$ cat config.mk
export PLATFORM = sky130hd
export DESIGN_NAME = ram_stream_reader
export DESIGN_NICKNAME = d
export VERILOG_FILES = /design/src/rtl/etrange_mem_pkg.sv /design/src/rtl/stream_fifo.sv /design/src/rtl/ram_stream_reader.sv
export SDC_FILE = /design/constraint.sdc
export NUM_CORES = 1
export LEC_CHECK = 0
export CAP_MARGIN = 25
export CORE_MARGIN = 2
export CORE_UTILIZATION = 50
export DETAILED_ROUTE_END_ITERATION = 8
export HOLD_SLACK_MARGIN = 0.02
export PLACE_DENSITY = 0.83
export SLEW_MARGIN = 20
export SYNTH_ARGS = -nofsm -noshare
export SYNTH_HDL_FRONTEND = slang
export SYNTH_SLANG_ARGS = --single-unit
$ cat constraint.sdc
create_clock -name clk -period 4.1 [get_ports clk]
set_clock_uncertainty 0.05 [all_clocks]
set_input_delay 1.025 -clock clk [delete_from_list [all_inputs] [get_ports clk]]
set_output_delay 1.025 -clock clk [all_outputs]
set_load 0.1 [all_outputs]
$ cat src/rtl/etrange_mem_pkg.sv
// Shared definitions for the dual-port frame RAM, its port-A writer and port-B stream reader.
package etrange_mem_pkg;

    localparam int unsigned ADDR_SIZE = 16;
    localparam int unsigned DATA_SIZE = 32;

    typedef logic [ADDR_SIZE-1:0] addr_t;
    typedef logic [DATA_SIZE-1:0] data_t;

    typedef enum logic [1:0] {
        IDLE,
        ISSUE,
        DRAIN,
        DONE
    } rd_state_t;

endpackage

$ cat src/rtl/stream_fifo.sv
// Small prefetch FIFO: registered storage, push/pop in the same cycle, no push-to-head bypass.
module stream_fifo #(
    parameter int unsigned DEPTH = 4,
    parameter int unsigned WIDTH = 32
) (
    input  logic                     clk,
    input  logic                     reset_n,
    input  logic                     push,
    input  logic [WIDTH-1:0]         push_data,
    input  logic                     pop,
    output logic [WIDTH-1:0]         head,
    output logic [$clog2(DEPTH):0]   count,
    output logic                     not_empty
);

    localparam int unsigned PTR_W = $clog2(DEPTH);
    localparam int unsigned CNT_W = PTR_W + 1;

    logic [WIDTH-1:0] mem_q [DEPTH];
    logic [WIDTH-1:0] mem_d [DEPTH];
    logic [PTR_W-1:0] wr_ptr_q, wr_ptr_d;
    logic [PTR_W-1:0] rd_ptr_q, rd_ptr_d;
    logic [CNT_W-1:0] count_q, count_d;
    logic             not_empty_q, not_empty_d;
    logic             pop_ok;

    // Popping an empty FIFO is a no-op.
    assign pop_ok = pop && not_empty_q;

    always_comb begin
        mem_d       = mem_q;
        wr_ptr_d    = wr_ptr_q;
        rd_ptr_d    = rd_ptr_q;
        if (push) begin
            mem_d[wr_ptr_q] = push_data;
            wr_ptr_d        = wr_ptr_q + PTR_W'(1);
        end
        if (pop_ok) begin
            rd_ptr_d = rd_ptr_q + PTR_W'(1);
        end
        count_d     = count_q + CNT_W'(push) - CNT_W'(pop_ok);
        not_empty_d = (count_d != '0);
    end

    always_ff @(posedge clk) begin
        if (!reset_n) begin
            for (int unsigned i = 0; i < DEPTH; i++) begin
                mem_q[i] <= '0;
            end
            wr_ptr_q    <= '0;
            rd_ptr_q    <= '0;
            count_q     <= '0;
            not_empty_q <= 1'b0;
        end else begin
            mem_q       <= mem_d;
            wr_ptr_q    <= wr_ptr_d;
            rd_ptr_q    <= rd_ptr_d;
            count_q     <= count_d;
            not_empty_q <= not_empty_d;
        end
    end

    assign head      = mem_q[rd_ptr_q];
    assign count     = count_q;
    assign not_empty = not_empty_q;

endmodule

$ cat src/rtl/ram_stream_reader.sv
// Port-B read initiator: turns a (base, len) burst into a valid/ready word stream,
// hiding RAM read latency behind a credit-limited prefetch FIFO.
module ram_stream_reader #(
    parameter int unsigned ADDR_SIZE  = etrange_mem_pkg::ADDR_SIZE,
    parameter int unsigned DATA_SIZE  = etrange_mem_pkg::DATA_SIZE,
    parameter int unsigned RD_LAT     = 1,
    parameter int unsigned FIFO_DEPTH = 4
) (
    input  logic                 clk,
    input  logic                 reset_n,
    input  logic                 start,
    input  logic [ADDR_SIZE-1:0] base_addr,
    input  logic [ADDR_SIZE-1:0] len,
    output logic                 busy,
    output logic                 done,
    output logic [ADDR_SIZE-1:0] addr_B,
    output logic                 r_e_B,
    input  logic [DATA_SIZE-1:0] data_out_B,
    output logic [DATA_SIZE-1:0] m_data,
    output logic                 m_valid,
    input  logic                 m_ready
);

    import etrange_mem_pkg::*;

    localparam int unsigned FCNT_W = $clog2(FIFO_DEPTH) + 1;
    localparam int unsigned CNT_W  = $clog2(FIFO_DEPTH) + 2;

    rd_state_t            state_q, state_d;
    logic [ADDR_SIZE-1:0] addr_B_q, addr_B_d;
    logic [ADDR_SIZE-1:0] next_addr_q, next_addr_d;
    logic [ADDR_SIZE-1:0] issue_rem_q, issue_rem_d;
    logic [ADDR_SIZE-1:0] deliver_rem_q, deliver_rem_d;
    logic                 r_e_B_q, r_e_B_d;
    logic                 busy_q, busy_d;
    logic                 done_q, done_d;
    logic [RD_LAT-1:0]    vld_pipe_q, vld_pipe_d;

    logic [FCNT_W-1:0]    fifo_count;
    logic [DATA_SIZE-1:0] fifo_head;
    logic                 fifo_not_empty;
    logic                 push;
    logic                 pop;
    logic [CNT_W-1:0]     outstanding_c;
    logic                 can_issue_c;

    assign push = vld_pipe_q[RD_LAT-1];
    assign pop  = fifo_not_empty && m_ready;

    // Outstanding = buffered + in the RAM pipe + the read presented this cycle.
    // Pops are deliberately not credited, so the FIFO can never overflow.
    always_comb begin
        vld_pipe_d    = '0;
        vld_pipe_d[0] = r_e_B_q;
        outstanding_c = CNT_W'(fifo_count) + CNT_W'(r_e_B_q);
        for (int unsigned i = 1; i < RD_LAT; i++) begin
            vld_pipe_d[i] = vld_pipe_q[i-1];
        end
        for (int unsigned i = 0; i < RD_LAT; i++) begin
            outstanding_c = outstanding_c + CNT_W'(vld_pipe_q[i]);
        end
        can_issue_c = (outstanding_c < CNT_W'(FIFO_DEPTH));
    end

    always_comb begin
        state_d       = state_q;
        addr_B_d      = addr_B_q;
        next_addr_d   = next_addr_q;
        issue_rem_d   = issue_rem_q;
        deliver_rem_d = deliver_rem_q;
        r_e_B_d       = 1'b0;

        if (pop) begin
            deliver_rem_d = deliver_rem_q - ADDR_SIZE'(1);
        end

        case (state_q)
            IDLE: begin
                if (start) begin
                    if (len == '0) begin
                        state_d = DONE;
                    end else begin
                        state_d       = ISSUE;
                        r_e_B_d       = 1'b1;
                        addr_B_d      = base_addr;
                        next_addr_d   = base_addr + ADDR_SIZE'(1);
                        issue_rem_d   = len - ADDR_SIZE'(1);
                        deliver_rem_d = len;
                    end
                end
            end
            ISSUE: begin
                // issue_rem_q counts reads still to be presented after the current one.
                if (issue_rem_q != '0) begin
                    if (can_issue_c) begin
                        r_e_B_d     = 1'b1;
                        addr_B_d    = next_addr_q;
                        next_addr_d = next_addr_q + ADDR_SIZE'(1);
                        issue_rem_d = issue_rem_q - ADDR_SIZE'(1);
                    end
                end else begin
                    state_d = DRAIN;
                end
            end
            DRAIN: begin
                if (pop && (deliver_rem_q == ADDR_SIZE'(1))) begin
                    state_d = DONE;
                end
            end
            DONE: begin
                state_d = IDLE;
            end
            default: begin
                state_d = IDLE;
            end
        endcase

        busy_d = (state_d == ISSUE) || (state_d == DRAIN);
        done_d = (state_d == DONE);
    end

    always_ff @(posedge clk) begin
        if (!reset_n) begin
            state_q       <= IDLE;
            addr_B_q      <= '0;
            next_addr_q   <= '0;
            issue_rem_q   <= '0;
            deliver_rem_q <= '0;
            r_e_B_q       <= 1'b0;
            busy_q        <= 1'b0;
            done_q        <= 1'b0;
            vld_pipe_q    <= '0;
        end else begin
            state_q       <= state_d;
            addr_B_q      <= addr_B_d;
            next_addr_q   <= next_addr_d;
            issue_rem_q   <= issue_rem_d;
            deliver_rem_q <= deliver_rem_d;
            r_e_B_q       <= r_e_B_d;
            busy_q        <= busy_d;
            done_q        <= done_d;
            vld_pipe_q    <= vld_pipe_d;
        end
    end

    stream_fifo #(
        .DEPTH (FIFO_DEPTH),
        .WIDTH (DATA_SIZE)
    ) u_fifo (
        .clk       (clk),
        .reset_n   (reset_n),
        .push      (push),
        .push_data (data_out_B),
        .pop       (pop),
        .head      (fifo_head),
        .count     (fifo_count),
        .not_empty (fifo_not_empty)
    );

    assign busy    = busy_q;
    assign done    = done_q;
    assign addr_B  = addr_B_q;
    assign r_e_B   = r_e_B_q;
    assign m_data  = fifo_head;
    assign m_valid = fifo_not_empty;

endmodule

==> run metrics <==
status=finished, final reports clean; Post-Syn Area per Cell=between 8 and 9 um^2; WHS=a little over 0.4 ns; Clock Power Share=0.338; cts-stage hold buffer count=0; antenna violations before repair=0; Max-Cap Viols=0; CTS Root Cell=clkbuf_16; filler-free cell count of the finished design=around 1600; Fmax=between 200 and 300 MHz; NumNets Final=around 1400; Crit Path Class=reg2out; logic gate share of total power=0.267; GPL Wtd Cong=~0.94; Num CTS Buffers=23; ANT nets after route=0; Yosys cell types=between 80 and 90; Die ar.=~21000 um^2; relative slew slack=0.281; CTS tree=yes; clock sink total=206; post-route setup slack=between 0.6 and 0.7 ns; beginning of the critical path=u_fifo.rd_ptr_q[0]; # DRC=0; diode count=0; DRT Wirelength=roughly 27 mm; Layout area overhead=20.8%; final setup fails=0; Slew @ Worst Pin=between 1 and 1.5 ns; synthesized cell area=between 9000 and 10000 um^2; RR Startpoint=state_q[0]; CP Cell Sequence=buf_4 -> mux4_2 -> buf_4; Die Wd=between 100 and 150 um; Clk Latency, worst-skew pair=about 0.52 ns; Clock transition at path regs=around 0.06 ns; vias=9008; Synth Instances=1197; ys async rst share=0; GR Util All Layers=0.247; post-synth top area cell=dfxtp_1; WL/cell=17.0 um; CP dominant cell by count=buf_4; Ys Warns=0; Seq cells post-synth=~200; Power Total=around 5.9 mW; setup TNS=0 ns; CP Capture Type=primary output; core area=approximately 20000 um^2; LEAKAGE=approximately 4.3 nW; period utilization=0.843; initial core utilization=0.512; Crit-path slowest cell=dfxtp_2; arrival time worst endpoint=approximately 2.4 ns; Hold Crit Start=u_fifo.mem_q[15]; CP max stage delay=0.91 ns; Slew Viols, Final=0; Worst Path Buf+Inv=2; sequential area share after synthesis=0.412; Critical Path Start Type=flop; Worst VDD drop=about 0.35 mV; EDFF count, synth=0; first-pass GRT wire length=~44 mm; cts repair resizes=0; leading cell type in the layout, fill and taps excluded=nand2_1; ranking of synthesized cells by area=dfxtp_1 (41%), nand2_1 (13%), a21oi_1 (8.3%); num rows=between 50 and 60; clock buffer depth=3; largest net degree at the start of global routing=70; post-layout min period=3.46 ns; placed cells=1521; Fin. Hold Viols=0; Port-buffer cells=between 100 and 150; Die H=around 150 um; Net Count, Synth=about 1300; cell-internal power=slightly below 4 mW; pre-CTS WS=~0.53 ns; Primary FF master, synth=dfxtp_1; gr ovfl total=0; P per Cell Area=486 nW/um^2; post-CTS setup buffer count=0; unrepaired setup endpoints after global routing=false; sw frac=0.345; commonest non-fill, non-tap cells in the layout=nand2_1 (342), dfxtp_1 (204), a21oi_1 (165); post-synth top area share=0.412; layout cells sized above 1=0.126; initial DRC count=733; via/cell ratio=just under 6; CP delay by family, top=flip-flops; Switching Power=between 2 and 2.5 mW; Crit path required time=slightly above 3 ns; Ports=120; DR pass1 iterations=5; dpl hpwl=around 17 mm; Hold Crit Class=reg2reg; vias in the first global route=8969; H-Tree Depth=1; Sequential Power Share=0.395; worst-path maximum fanout=25
[synth_stat cells, types with 6 or more instances]
cell / instances
nand2_1: 342
dfxtp_1: 206
a21oi_1: 165
nor2_1: 67
clkbuf_1: 60
mux4_2: 32
mux2i_1: 21
nand3_1: 20
nor3_1: 20
a211oi_1: 19
buf_2: 16
and2_1: 14
xnor2_1: 14
ha_1: 13
inv_1: 11
o21ai_0: 11
o211ai_1: 10
o31ai_1: 10
a31oi_1: 8
a311oi_1: 7
nor4_1: 6
xor2_1: 6
[layer usage]
metal | share of wire | global-route usage
met1 | 0.42 | 0.321
met2 | 0.47 | 0.415
met3 | 0.078 | 0.0420
met4 | 0.025 | 0.0887
met5 | 0 | 0
[worst reg2reg max path: stages (launching register included)]
cell	delay [ns]
dfxtp_1	0.44
nor2b_4	0.49
buf_4	0.33
nand2_1	0.08
nand2_1	0.09
ha_1	0.20
nand2_1	0.10
mux2i_4	0.26
nand4_2	0.27
a211o_1	0.31
o211a_1	0.13
o31a_1	0.29
[stage by stage]
stage	instance area, um^2	utilization
after global routing	12100	0.618
after global placement	11300	0.578
after CTS	12100	0.618
after detailed placement	11300	0.581
final	12100	0.618
after floorplan	10000	-
[kinds of logic after synthesis]
group	after synthesis	share of synthesized area
compound gates	281	0.175
xor+xnor	20	0.0175
simple gates	512	0.221
mux	65	0.111
buf+inv	99	0.0445
flops	206	0.412
fa+ha+maj	14	0.0183
[power groups by stage]
stage	clock network (mW)	registers (mW)	logic (mW)
floorplan	0	2.55	0.929
global placement	0	2.36	1.50
detailed placement	0	2.36	1.55
CTS	2.02	2.32	1.56
global route	2.10	2.34	1.67
finish	1.99	2.32	1.57
[final timing paths]
path	to	slack (ns)	depth (start not counted)
min reg2reg	u_fifo.mem_q[15]	0.40	2
max reg2reg	next_addr_q[12]	0.97	11
min	u_fifo.mem_q[15]	0.40	2
max	m_data[23]	0.64	3
[state kept, by name, summed over array words and instances, names as in the netlist]
name and cells:
addr_B 16, busy 1, deliver_rem_q 16, done 1
issue_rem_q 16, next_addr_q 16, push 1, r_e_B 1
state_q 2, u_fifo.count 3, u_fifo.mem_q 128, u_fifo.not_empty 1
u_fifo.rd_ptr_q 2, u_fifo.wr_ptr_q 2
[layout make-up]
class | instances | area [um^2]
Tap cell | 265 | 332
Multi-Input combinational cell | 892 | 5450
Fill cell | 1692 | 7450
Sequential cell | 206 | 4130
Clock inverter | 11 | 103
Clock buffer | 29 | 628
Timing Repair Buffer | 146 | 1390
Inverter | 12 | 47.5
(Power assumes the default switching activity.)
